**src/rtl/pkg_dtypes.sv**
```systemverilog
// Shared data types for the execution unit and its interconnect channels.
package pkg_dtypes;

  typedef logic [7:0]  type_exec_unit_addr;
  typedef logic [15:0] type_exec_unit_data;

  // Packet returned to the interconnect on the TX channel.
  typedef struct packed {
    logic               valid;
    type_exec_unit_addr addr;
    type_exec_unit_data data;
  } type_icon_tx_channel;

  // One slot of the transmit result buffer.
  typedef struct packed {
    logic               occ;
    type_exec_unit_addr addr;
    type_exec_unit_data data;
  } type_txbuf_entry;

  localparam int TXBUF_DEF_IDX_BITS = 2;

endpackage

```
**src/rtl/eu_txbuf_lookup.sv**
```systemverilog
// Combinational lookup for the TX buffer: read CAM, write CAM, lowest-free encoder.
module eu_txbuf_lookup
  import pkg_dtypes::*;
#(
  parameter int NUM_IDX_BITS = TXBUF_DEF_IDX_BITS
) (
  input  type_txbuf_entry [2**NUM_IDX_BITS-1:0] entries,
  input  type_exec_unit_addr                    rd_addr,
  input  type_exec_unit_addr                    wr_addr,
  output logic                                  rd_hit,
  output logic [2**NUM_IDX_BITS-1:0]            rd_onehot,
  output logic [NUM_IDX_BITS-1:0]               rd_idx,
  output logic                                  wr_hit,
  output logic [2**NUM_IDX_BITS-1:0]            wr_onehot,
  output logic [NUM_IDX_BITS-1:0]               wr_idx,
  output logic                                  free_any,
  output logic [NUM_IDX_BITS-1:0]               free_idx
);

  localparam int NUM_ENTRIES = 2**NUM_IDX_BITS;

  // Match both addresses against occupied slots; at most one slot can match,
  // so OR-ing the indices of matching slots yields the encoded index.
  always_comb begin
    rd_onehot = '0;
    wr_onehot = '0;
    rd_idx    = '0;
    wr_idx    = '0;
    for (int i = 0; i < NUM_ENTRIES; i++) begin
      rd_onehot[i] = entries[i].occ && (entries[i].addr == rd_addr);
      wr_onehot[i] = entries[i].occ && (entries[i].addr == wr_addr);
      rd_idx       = rd_idx | (rd_onehot[i] ? NUM_IDX_BITS'(i) : NUM_IDX_BITS'(0));
      wr_idx       = wr_idx | (wr_onehot[i] ? NUM_IDX_BITS'(i) : NUM_IDX_BITS'(0));
    end
    rd_hit = |rd_onehot;
    wr_hit = |wr_onehot;
  end

  // Lowest-index free slot: scan downwards so the lowest free index wins.
  always_comb begin
    free_any = 1'b0;
    free_idx = '0;
    for (int i = NUM_ENTRIES - 1; i >= 0; i--) begin
      free_any = free_any | ~entries[i].occ;
      free_idx = (!entries[i].occ) ? NUM_IDX_BITS'(i) : free_idx;
    end
  end

endmodule

```
**src/rtl/eu_txbuf.sv**
```systemverilog
// Transmit result buffer: ALU pushes tagged results, interconnect pulls them once by address.
module eu_txbuf
  import pkg_dtypes::*;
#(
  parameter int NUM_IDX_BITS = TXBUF_DEF_IDX_BITS
) (
  input  logic                  clk,
  input  logic                  reset,
  input  logic                  alu_wr_valid,
  input  type_exec_unit_addr    alu_wr_addr,
  input  type_exec_unit_data    alu_wr_data,
  output logic                  alu_wr_ready,
  input  logic                  icon_req_valid,
  input  type_exec_unit_addr    icon_req_addr,
  output type_icon_tx_channel   out_pkt,
  output logic [NUM_IDX_BITS:0] num_entries
);

  localparam int                  NUM_ENTRIES = 2**NUM_IDX_BITS;
  localparam logic [NUM_IDX_BITS:0] FULL_CNT  = (NUM_IDX_BITS+1)'(NUM_ENTRIES);

  type_txbuf_entry [NUM_ENTRIES-1:0] entries_q, entries_d;
  logic [NUM_IDX_BITS:0]             count_q, count_d;
  type_icon_tx_channel               out_pkt_q, out_pkt_d;

  logic                    rd_hit_s, wr_hit_s, free_any_s;
  logic [NUM_ENTRIES-1:0]  rd_onehot_s, wr_onehot_s;
  logic [NUM_IDX_BITS-1:0] rd_idx_s, wr_idx_s, free_idx_s;
  logic                    wr_fire_s, rd_fire_s, alloc_s, same_addr_s;

  eu_txbuf_lookup #(.NUM_IDX_BITS(NUM_IDX_BITS)) u_lookup (
    .entries   (entries_q),
    .rd_addr   (icon_req_addr),
    .wr_addr   (alu_wr_addr),
    .rd_hit    (rd_hit_s),
    .rd_onehot (rd_onehot_s),
    .rd_idx    (rd_idx_s),
    .wr_hit    (wr_hit_s),
    .wr_onehot (wr_onehot_s),
    .wr_idx    (wr_idx_s),
    .free_any  (free_any_s),
    .free_idx  (free_idx_s)
  );

  // Ready comes straight from the registered count, so it is 1 during reset.
  assign alu_wr_ready = (count_q != FULL_CNT);
  assign out_pkt      = out_pkt_q;
  assign num_entries  = count_q;

  // Arbitrate write vs read, then build next slot contents, count and response.
  always_comb begin
    wr_fire_s   = alu_wr_valid & alu_wr_ready;
    same_addr_s = wr_fire_s && (alu_wr_addr == icon_req_addr);
    // A read colliding with a same-cycle write is a miss; the requester retries.
    rd_fire_s   = icon_req_valid & rd_hit_s & ~same_addr_s;
    // Free slot is taken from the current occupancy, so a slot freed this
    // cycle cannot be reused until the next one.
    alloc_s     = wr_fire_s & ~wr_hit_s & free_any_s;

    entries_d = entries_q;
    for (int i = 0; i < NUM_ENTRIES; i++) begin
      entries_d[i].occ  = (entries_q[i].occ & ~(rd_fire_s & rd_onehot_s[i])) |
                          (alloc_s & (free_idx_s == NUM_IDX_BITS'(i)));
      entries_d[i].addr = (alloc_s && (free_idx_s == NUM_IDX_BITS'(i))) ?
                          alu_wr_addr : entries_q[i].addr;
      entries_d[i].data = ((alloc_s && (free_idx_s == NUM_IDX_BITS'(i))) ||
                           (wr_fire_s && wr_hit_s && wr_onehot_s[i])) ?
                          alu_wr_data : entries_q[i].data;
    end

    count_d = count_q + (NUM_IDX_BITS+1)'(alloc_s) - (NUM_IDX_BITS+1)'(rd_fire_s);

    out_pkt_d       = out_pkt_q;
    out_pkt_d.valid = rd_fire_s;
    out_pkt_d.addr  = rd_fire_s ? icon_req_addr : out_pkt_q.addr;
    out_pkt_d.data  = rd_fire_s ? entries_q[rd_idx_s].data : out_pkt_q.data;
  end

  // State registers with asynchronous reset.
  always_ff @(posedge clk or posedge reset) begin
    if (reset) begin
      entries_q <= '0;
      count_q   <= '0;
      out_pkt_q <= '0;
    end else begin
      entries_q <= entries_d;
      count_q   <= count_d;
      out_pkt_q <= out_pkt_d;
    end
  end

endmodule

```
**config.mk**
```make
export PLATFORM = sky130hd
export DESIGN_NAME = eu_txbuf
export DESIGN_NICKNAME = d
export VERILOG_FILES = /design/src/rtl/pkg_dtypes.sv /design/src/rtl/eu_txbuf_lookup.sv /design/src/rtl/eu_txbuf.sv
export SDC_FILE = /design/constraint.sdc
export NUM_CORES = 1
export LEC_CHECK = 0
export CAP_MARGIN = 10
export CORE_MARGIN = 2
export CORE_UTILIZATION = 52
export DETAILED_ROUTE_END_ITERATION = 8
export GPL_TIMING_DRIVEN = 0
export PLACE_DENSITY = 0.77
export RECOVER_POWER = 25
export SLEW_MARGIN = 20
export SYNTH_ARGS = -nofsm -noshare
export SYNTH_HDL_FRONTEND = slang
export SYNTH_SLANG_ARGS = --single-unit
```
**constraint.sdc**
```tcl
create_clock -name clk -period 4.21 [get_ports clk]
set_input_delay 0.842 -clock clk [delete_from_list [all_inputs] [get_ports clk]]
set_output_delay 0.842 -clock clk [all_outputs]
set_load 0.005 [all_outputs]
```
==> impl_metrics.py, run 1 <==
metrics = {
    "outcome": {
        "run_status": "finished with violations",
        "failed_checks": "max-capacitance violations, max-slew violations",
    },
    "yosys": {
        "asyncSetResetFlopFracSynth_pct": 100,
        "synth-warning-count": 0,
        "syn_inst": 503,
        "synth_seq_cells": 128,
        "synthFlopType": "sky130_fd_sc_hd__dfrtp_1",
        "synth_top_cells_by_area": "sky130_fd_sc_hd__dfrtp_1 50%, sky130_fd_sc_hd__mux2_2 14%, sky130_fd_sc_hd__xnor2_1 6.9%, sky130_fd_sc_hd__mux2_4 3.5%, sky130_fd_sc_hd__xor2_1 3.1%",
        "synth.mux.area_fraction_pct": 21.5,
        "synth_cell_types": 48,
        "post_synth_edffs": 0,
        "share_of_the_synthesized_area_in_compound_gates_ao_oa_aoi_oai_pct": 6.77,
        "synth_top_family_by_area": "multiplexers",
        "yosysTopAreaCellShare_pct": 49.5,
        "syn_area_per_cell_um2": 12.9,
        "synth_xor_area_share_pct": 10.0,
        "synthesis.area_mm2": 0.00647,
        "ys_seq_area_share_pct": 49.5,
        "synth_simple_gate_area_share_pct": 7.20,
        "post-synth-top-area-cell": "sky130_fd_sc_hd__dfrtp_1",
        "mappedNetlistNets": 542,
        "synth_adder_area_share_pct": 0.696,
    },
    "sta": {
        "clock.fmax_mhz": 262,
        "worst_case_clock_skew_ns": 0.00850,
        "rsz_0062_raised_after_global_routing": "false",
        "period_needed_ns": 3.81,
        "relSlewSlack_pct": -20.7,
        "timing.final.max_slew_violations": 64,
        "worst_slew_pin_slew_ns": 1.81,
        "layout_worst_path_cycle_share_pct": 90.6,
        "timing.setup.tns_ns": 0,
        "timing_hold_violations_final": 0,
        "setup_viol": 0,
    },
    "critical_path": {
        "worst-path-max-fanout": 10,
        "worst_path_dominant_cell_family": "buffers and inverters",
        "critical-path-top-cell-by-count": "sky130_fd_sc_hd__xnor2_1",
        "critPathCaptureType": "flip-flop",
        "timing.critical_path.from": "icon_req_addr[1]",
        "cp_num_buf_inv": 5,
        "timing.critical_path.cells": "buf_2 > xnor2_1 > nand4_1 > nor4_1 > buf_2 > o41ai_2 > clkbuf_1 > inv_1 > ha_1 > inv_1 > ha_1 > fa_1 > xnor2_1 > xnor2_1",
        "slowest_stage": "sky130_fd_sc_hd__o41ai_2",
        "regToRegStartpoint": "entries_q[67]",
        "required_time_worst_endpoint_ns": 4.54,
        "cp.arrival_ns": 4.15,
        "worst_setup_path_start_kind": "primary input",
        "crit_type": "primary input to flip-flop",
        "critical-path-max-stage-delay_ns": 0.66,
    },
    "clocking": {
        "h-tree-depth": 4,
        "cts_tree": "yes",
        "clkLatencyLatePin_ns": 0.42,
        "cts.reportedPaths.clkPinSlew_ns": 0.05,
        "ctsHoldBuffers": 0,
        "cts_buffer_depth": 2,
        "numCtsBuffers": 17,
        "ctsResizeCount": 0,
        "numClockSinks": 128,
        "post_cts.repair.setup_buffers": 0,
        "root_buffer": "sky130_fd_sc_hd__clkbuf_16",
    },
    "power": {
        "seqPwrFrac_pct": 40.0,
        "design_power_total_mw": 5.51,
        "leakage_nw": 3.33,
        "clock_power_share_pct": 26.0,
        "intPower_mw": 3.87,
        "vdd_ir_drop_max_mv": 0.405,
        "power.share.combinational_pct": 34.0,
        "power-per-cell-area_mw_per_mm2": 707,
        "p_switching_mw": 1.64,
        "power.switching_fraction_pct": 29.8,
    },
    "grt": {
        "number_of_global_route_vias_before_repair": 4578,
        "largest_net_degree_at_the_start_of_global_routing": 34,
        "grt-ovfl-total": 0,
        "grt_use_total_pct": 23.2,
        "grt_antenna_before_repair": 0,
        "global_route_wire_length_before_repair_um": 23400,
    },
    "placement": {
        "port_buffers": 48,
        "gp_routability_congestion": 0.839,
        "dp_hpwl_um": 10000,
    },
    "cells_and_area": {
        "multiInputGateArea_mm2": 0.00298,
        "antennaDiodeCount": 0,
        "nFillCells": 912,
        "layout.core_utilization_pct": 64.6,
        "layout_net_count": 613,
        "fraction_of_final_layout_cells_sized_beyond_drive_strength_1_pct": 27.6,
        "final-seq-area_mm2": 0.00320,
        "post_synthesis_to_final_layout_area_growth_pct": 20.5,
    },
    "floorplan": {
        "initial_core_util_pct": 53.6,
        "ioPinCount": 65,
        "die-height_um": 116,
        "coreArea_mm2": 0.0121,
        "die_w_um": 116,
        "dieArea_mm2": 0.0133,
        "num_rows": 40,
    },
    "min_path": {
        "hold_start": "out_pkt[22]",
        "hold_class": "flip-flop to flip-flop",
    },
    "run": {
        "max_cap_viol_count": 2,
    },
    "routing": {
        "via_per_inst": 5.68,
        "route.detailed.drc": 0,
        "dr.pass1.iters": 5,
        "via_count": 4282,
        "postRouteAntennaNets": 0,
        "detail_route.wl_per_cell_um": 19.2,
        "detail_route.iter0.violations": 268,
        "finalWirelength_um": 14500,
    },
}
synth_stat cells, drive strengths merged, types with 8 or more instances:
cell,count
nand3,8
dfrtp,128
xnor2,51
mux2i,16
clkbuf,10
xor2,23
mux2,104
nand4,10
nand2,45
buf,28
o221ai,16
a2bb2oi,16
worst paths after layout:
kind	endpoint	slack [ns]	cells after the start
setup / recovery	num_entries[2]	0.40	14
hold / removal	out_pkt[22]	0.49	1
setup reg to reg	num_entries[2]	0.58	13
hold reg to reg	out_pkt[22]	0.49	1
max in group asynchronous	entries_q[42]	1.10	3
min in group asynchronous	out_pkt[23]	1.00	2
stage by stage:
step	hold slack [ns]	cell area (µm²)	setup slack, ns	instances
finish	0.491	7790	0.396	754
global route	0.516	7790	0.195	754
CTS	0.497	7830	0.423	754
detailed placement	0.485	7250	-0.00873	723
global placement	0.474	7160	0.0304	719
floorplan	0.479	6470	0.701	503
sequential cells by signal (all words and copies together), names as in the netlist:
register,flops
out_pkt,25
num_entries,3
entries_q,100
area by class of cell:
class	count	share of cell area [%]
Sequential cell	128	41.1
Multi-Input combinational cell	331	38.3
Timing Repair Buffer	52	6.87
Clock buffer	26	6.41
Buffer	38	3.32
Tap cell	168	2.70
Clock inverter	5	0.996
Inverter	6	0.305
kinds of logic after synthesis:
kind of cell               count (synthesis)
buffers and inverters                     44
DFF                                      128
and+or+nand+nor                           87
xor gates and xnor gates                  74
AOI/OAI and AO/OA                         47
muxes                                    120
adders and majority gates                  3
worst reg2reg max path, stage by stage (launching register included):
cell and delay [ns]:
sky130_fd_sc_hd__dfrtp_1 0.41, sky130_fd_sc_hd__xnor2_1 0.15, sky130_fd_sc_hd__nand4_1 0.11, sky130_fd_sc_hd__nor4_1 0.08
sky130_fd_sc_hd__buf_2 0.21, sky130_fd_sc_hd__o41ai_2 0.66, sky130_fd_sc_hd__clkbuf_1 0.54, sky130_fd_sc_hd__inv_1 0.15
sky130_fd_sc_hd__ha_1 0.31, sky130_fd_sc_hd__inv_1 0.04, sky130_fd_sc_hd__ha_1 0.19, sky130_fd_sc_hd__fa_1 0.38
sky130_fd_sc_hd__xnor2_1 0.18, sky130_fd_sc_hd__xnor2_1 0.13
metal layers:
| layer | vias up | GRT usage, % | part of all wire (%) | routed length, µm |
|---|---|---|---|---|
| li1 | 1928 | - | - | - |
| met1 | 2215 | 31.3 | 46 | 6600 |
| met2 | 112 | 37.0 | 49 | 7080 |
| met3 | 27 | 5.02 | 3.7 | 543 |
| met4 | 0 | 9.00 | 1.9 | 280 |
| met5 | - | 0 | 0 | 0 |
placed cells by master (no fill, tap or decap), drive strengths merged, types with 2 or more instances in the layout:
cell / Yosys / layout
and3: 2 / 2
clkbuf: 10 / 38
nand3b: 2 / 2
nand3: 8 / 8
inv: 6 / 5
a21o: 2 / 2
dfrtp: 128 / 128
bufinv: 0 / 2
nand4: 10 / 10
nor2b: 2 / 2
ha: 2 / 2
clkinvlp: 0 / 2
nand2: 45 / 45
buf: 28 / 30
xor2: 23 / 23
mux2i: 16 / 16
mux2: 104 / 104
a2bb2oi: 16 / 16
or3b: 2 / 2
clkdlybuf4s50: 0 / 47
o221ai: 16 / 16
a21oi: 3 / 3
xnor2: 51 / 51
nor4: 5 / 5
nor3: 7 / 7
clkinv: 0 / 2
power by group through the flow:
stage               Sequential (mW)  Clock [mW]  Combinational, mW
finish                         2.21        1.43               1.87
global route                   2.28        1.51               2.03
CTS                            2.20        1.45               1.89
detailed placement             2.22           0               1.87
global placement               2.17           0               1.80
floorplan                      2.13           0               1.41
No activity file was read; power rests on OpenSTA's default activity.
==> inputs of run 2 (changes only) <==
--- a/config.mk
+++ b/config.mk
@@ -7,10 +7,9 @@
 export LEC_CHECK = 0
 export CAP_MARGIN = 10
 export CORE_MARGIN = 2
-export CORE_UTILIZATION = 52
+export CORE_UTILIZATION = 40
 export DETAILED_ROUTE_END_ITERATION = 8
 export GPL_TIMING_DRIVEN = 0
-export PLACE_DENSITY = 0.77
 export RECOVER_POWER = 25
 export SLEW_MARGIN = 20
 export SYNTH_ARGS = -nofsm -noshare
==> impl_metrics.py, run 2 (synthesis gave the netlist of run 1 again) <==
metrics = {
    "cells_and_area": {
        "mostFrequentLayoutCells": "128 x sky130_fd_sc_hd__dfrtp_1, 79 x sky130_fd_sc_hd__mux2_2, 51 x sky130_fd_sc_hd__xnor2_1, 47 x sky130_fd_sc_hd__clkdlybuf4s50_1, 44 x sky130_fd_sc_hd__nand2_1",
        "max_flop_register": "entries_q",
        "fraction_of_final_layout_cells_sized_beyond_drive_strength_1_pct": 28.6,
        "number_of_non_filler_instances_in_the_completed_layout": 803,
        "layout_net_count": 613,
        "post_synthesis_to_final_layout_area_growth_pct": 22.1,
        "antennaDiodeCount": 0,
        "largest_reg_flops": 100,
        "most_common_cell_after_layout_fill_and_taps_aside": "sky130_fd_sc_hd__dfrtp_1",
    },
    "sta": {
        "relSlewSlack_pct": -25.2,
        "timing.final.max_slew_violations": 64,
        "layout_worst_path_cycle_share_pct": 87.3,
        "setup_viol": 0,
        "worst_slew_pin_slew_ns": 1.88,
        "timing.setup.tns_ns": 0,
        "timing_hold_violations_final": 0,
        "period_needed_ns": 3.68,
        "worst_case_clock_skew_ns": 0.00902,
        "rsz_0062_raised_after_global_routing": "false",
        "clock.fmax_mhz": 272,
    },
    "floorplan": {
        "dieArea_mm2": 0.0172,
        "coreArea_mm2": 0.0158,
        "initial_core_util_pct": 40.9,
        "die_w_um": 131,
        "ioPinCount": 65,
        "die-height_um": 131,
        "num_rows": 46,
    },
    "power": {
        "vdd_ir_drop_max_mv": 0.348,
        "power.share.combinational_pct": 33.0,
        "intPower_mw": 3.89,
        "p_switching_mw": 1.69,
        "power-per-cell-area_mw_per_mm2": 707,
        "seqPwrFrac_pct": 39.4,
        "power.switching_fraction_pct": 30.3,
        "leakage_nw": 3.36,
        "clock_power_share_pct": 27.6,
    },
    "routing": {
        "route.detailed.drc": 0,
        "via_per_inst": 5.21,
        "via_count": 4186,
        "dr.pass1.iters": 4,
        "finalWirelength_um": 15000,
        "postRouteAntennaNets": 0,
        "detail_route.iter0.violations": 220,
        "detail_route.wl_per_cell_um": 18.7,
    },
    "critical_path": {
        "regToRegStartpoint": "entries_q[74]",
        "worst_setup_path_start_kind": "primary input",
        "worst_r2r_path_depth": 12,
        "cp.arrival_ns": 4.02,
        "worst_r2r_endpoint": "num_entries[2]",
        "crit_type": "primary input to flip-flop",
        "critPathCaptureType": "flip-flop",
        "required_time_worst_endpoint_ns": 4.56,
        "setup.reg_to_reg.worst_slack_ns": 0.73,
        "worst-path-max-fanout": 10,
    },
    "min_path": {
        "worst_hold_path.num_cells": 1,
        "min_delay_endpoint": "out_pkt[22]",
        "hold_class": "flip-flop to flip-flop",
        "hold_start": "out_pkt[22]",
    },
    "grt": {
        "largest_net_degree_at_the_start_of_global_routing": 33,
        "grt_antenna_before_repair": 0,
        "grt-ovfl-total": 0,
        "grt_use_total_pct": 18.3,
        "number_of_global_route_vias_before_repair": 4403,
        "global_route_wire_length_before_repair_um": 24200,
    },
    "clocking": {
        "post_cts.repair.setup_buffers": 0,
        "cts_buffer_depth": 2,
        "clkLatencyLatePin_ns": 0.43,
        "cts.reportedPaths.clkPinSlew_ns": 0.06,
        "numCtsBuffers": 17,
        "root_buffer": "sky130_fd_sc_hd__clkbuf_16",
        "cts_tree": "yes",
        "numClockSinks": 128,
        "ctsResizeCount": 0,
        "h-tree-depth": 4,
        "ctsHoldBuffers": 0,
    },
    "placement": {
        "place.detailed.instances": 771,
        "dp_hpwl_um": 10300,
        "gp_routability_congestion": 0.813,
        "port_buffers": 48,
    },
    "run": {
        "max_cap_viol_count": 2,
    },
    "outcome": {
        "failed_checks": "max-capacitance violations, max-slew violations",
        "run_status": "finished with violations",
    },
}
[run 2: metal layers]
| metal | up-vias | track usage [%] | wire length (µm) |
|---|---|---|---|
| met3 | 20 | 4.01 | 521 |
| met5 | - | 0 | 0 |
| met4 | 0 | 6.82 | 251 |
| li1 | 1931 | - | - |
| met1 | 2161 | 24.7 | 7140 |
| met2 | 74 | 29.1 | 7090 |
[run 2: critical path, cell delays in order]
cell and delay, ns:
sky130_fd_sc_hd__buf_2 0.23, sky130_fd_sc_hd__xnor2_1 0.11, sky130_fd_sc_hd__nand3_1 0.09, sky130_fd_sc_hd__nor4_1 0.07, sky130_fd_sc_hd__buf_2 0.21, sky130_fd_sc_hd__o41ai_2 0.57, sky130_fd_sc_hd__clkbuf_1 0.55, sky130_fd_sc_hd__inv_1 0.14
sky130_fd_sc_hd__ha_1 0.30, sky130_fd_sc_hd__inv_1 0.04, sky130_fd_sc_hd__ha_1 0.18, sky130_fd_sc_hd__fa_1 0.38, sky130_fd_sc_hd__xnor2_1 0.17, sky130_fd_sc_hd__xnor2_1 0.13
[run 2: power groups by stage]
stage	sequential, mW	combinational (mW)	clock, mW
floorplan	2.13	1.41	0
global placement	2.18	1.80	0
finish	2.20	1.84	1.54
detailed placement	2.21	1.86	0
global route	2.28	2.01	1.63
CTS	2.20	1.87	1.57
[run 2: metrics by stage]
step	cell area, µm²	power [mW]	util [%]	hold WS (ns)	setup slack [ns]
after floorplan	6470	3.53	-	0.479	0.701
final	7900	5.59	49.9	0.487	0.533
after global routing	7900	5.91	49.9	0.513	0.267
after detailed placement	7320	4.08	46.2	0.474	0.0643
after global placement	7220	3.98	45.6	0.472	0.146
after CTS	7940	5.64	50.1	0.491	0.517
[run 2: worst max path at each step]
stage | end | depth (start not counted) | from | slack [ns]
6_report | num_entries[2] | 14 | icon_req_addr[7] | 0.53
5_1_grt | num_entries[2] | 14 | icon_req_addr[4] | 0.27
4_1_cts | num_entries[2] | 14 | icon_req_addr[4] | 0.52
3_5_place_dp | num_entries[2] | 14 | icon_req_addr[4] | 0.06
3_3_place_gp | num_entries[2] | 14 | icon_req_addr[5] | 0.15
2_1_floorplan | num_entries[2] | 14 | icon_req_addr[4] | 0.70
[run 2: layout make-up]
| class | instances | area, µm² |
|---|---|---|
| Buffer | 38 | 259 |
| Clock inverter | 14 | 178 |
| Fill cell | 1398 | 7930 |
| Sequential cell | 128 | 3200 |
| Tap cell | 216 | 270 |
| Multi-Input combinational cell | 331 | 2980 |
| Timing Repair Buffer | 52 | 543 |
| Inverter | 6 | 23.8 |
| Clock buffer | 18 | 439 |
==> RTL edit (flow settings as in run 2) <==
`TXBUF_DEF_IDX_BITS`: 2 -> 1.
--- a/src/rtl/pkg_dtypes.sv
+++ b/src/rtl/pkg_dtypes.sv
@@ -19,5 +19,5 @@
   } type_txbuf_entry;
 
-  localparam int TXBUF_DEF_IDX_BITS = 2;
+  localparam int TXBUF_DEF_IDX_BITS = 1;
 
 endpackage
Interface: changed (resized num_entries); port bits go from 65 to 64. No check against the original RTL was run, so the function may have changed too.
==> RTL edit against run 2 <==
The flow finishes with violations (capacitance limit); design area fell by 40%; wire length fell by 45%; setup slack worse by 0.12 ns; critical path type unchanged; sequential cell count is 51 lower; total power shrank 48%; count of clock-buffer cells in the layout is 9 lower; largest cell class unchanged; global-route usage decreased by 1.2 points; largest power group unchanged; area after synthesis is 42% lower; worst hold slack better by 0.0081 ns.
==> RTL edit: results (changes against run 2) <==
| Metric | Value |
|---|---|
| Vias in the first global route | `2558 (-42%)` |
| Reg2reg start | `entries_q[46]$_DFFE_PP0P_` |
| Max cap viols | `1 (-1)` |
| Multi-input logic area | `1660 um^2 (-44%)` |
| Synth cell types | `33 (-31%)` |
| Power Internal | `2.03 mW (-48%)` |
| Seq area share | `40.8% (+0.22 points)` |
| Via density | `5.27 (+1.1%)` |
| Largest net degree at the start of global routing | `46 (+39%)` |
| CP Launch Point | `icon_req_addr[5]` |
| LEAKAGE | `1.98 nW (-41%)` |
| DP Wirelength | `5730 um (-44%)` |
| Syn_area_per_cell | `12.6 um^2 (-1.7%)` |
| Fin worst setup slack | `0.415 ns (-0.118 ns)` |
| Switch Pwr | `0.888 mW (-48%)` |
| Hold path endpoint | `num_entries[1]$_DFF_PP0_` |
| First-pass GRT wire length | `13200 um (-45%)` |
| Area grow syn2layout | `26.8%` |
| Initial core utilization | `40.7% (-0.13 points)` |
| Fill count | `842 (-40%)` |
| Fin nets | `408 (-33%)` |
| Placed cell areas | `4530 um^2 (-38%)` |
| Compound-Gate Fraction of Synth Area | `8.69% (+1.9 points)` |
| Min-delay src | `num_entries[1]$_DFF_PP0_` |
| Failing checks | `capacitance limit` |
| Htree depth | `3 (-1)` |
| Slew margin rel. | `0.881% (+26 points)` |
| Largest register FFs | `50 (-50%)` |
| Count of non-CTS inverters in the layout | `18 (+12)` |
| Clock skew | `0.00993 ns (+0.000913 ns)` |
| Critical Path Fanout Max | `11 (+1)` |
| Status | `finished, violations left` |
| Synthesized-area fraction occupied by adder cells | `0.671% (-0.025 points)` |
| Comb_multi_in | `188 (-43%)` |
| Clk root buf | `clkbuf_8` |
| Xor/xnor share of the synthesized area | `9.87% (-0.15 points)` |
| All-Layer GR Usage | `17.1% (-1.2 points)` |
| Cells after DPL | `470 (-39%)` |
| R2R cell count | `10 (-2)` |
| Synth area leaders | `dfrtp_1 (52%), mux2_2 (14%), xnor2_1 (8.2%)` |
| Drt total wl | `8190 um (-45%)` |
| Post-synth top cells | `dfrtp_1 (77), mux2_2 (46), xnor2_1 (35)` |
-- RTL edit: changes by cell type after synthesis, moves of 11 or more --
cell       delta
nand2_1      -39
xor2_1       -16
nor4_1       +13
dfrtp_1      -51
o22a_1       +17
xnor2_1      -16
a31oi_1      +16
a2bb2oi_1    -16
o221ai_1     -16
buf_2        -11
mux2i_1      -16
mux2_2       -33
inv_1        +12
-- RTL edit: metal layers --
| layer | GRT usage (%) | vias to the layer above | share of wire, % |
|---|---|---|---|
| met5 | 0 | - | 0 |
| met4 | 4.43 | 0 | 0.79 |
| met3 | 4.51 | 4 | 3.4 |
| met2 | 26.5 | 53 | 47 |
| met1 | 24.0 | 1279 | 49 |
| li1 | - | 1226 | - |
-- RTL edit: critical path, stage by stage --
cell             delay [ns]
clkdlybuf4s50_1        0.63
xnor2_1                0.18
nand4_1                0.42
or3_1                  0.51
a21oi_2                0.41
buf_2                  0.35
ha_1                   0.27
inv_1                  0.05
ha_1                   0.14
xnor2_1                0.13
xnor2_1                0.13
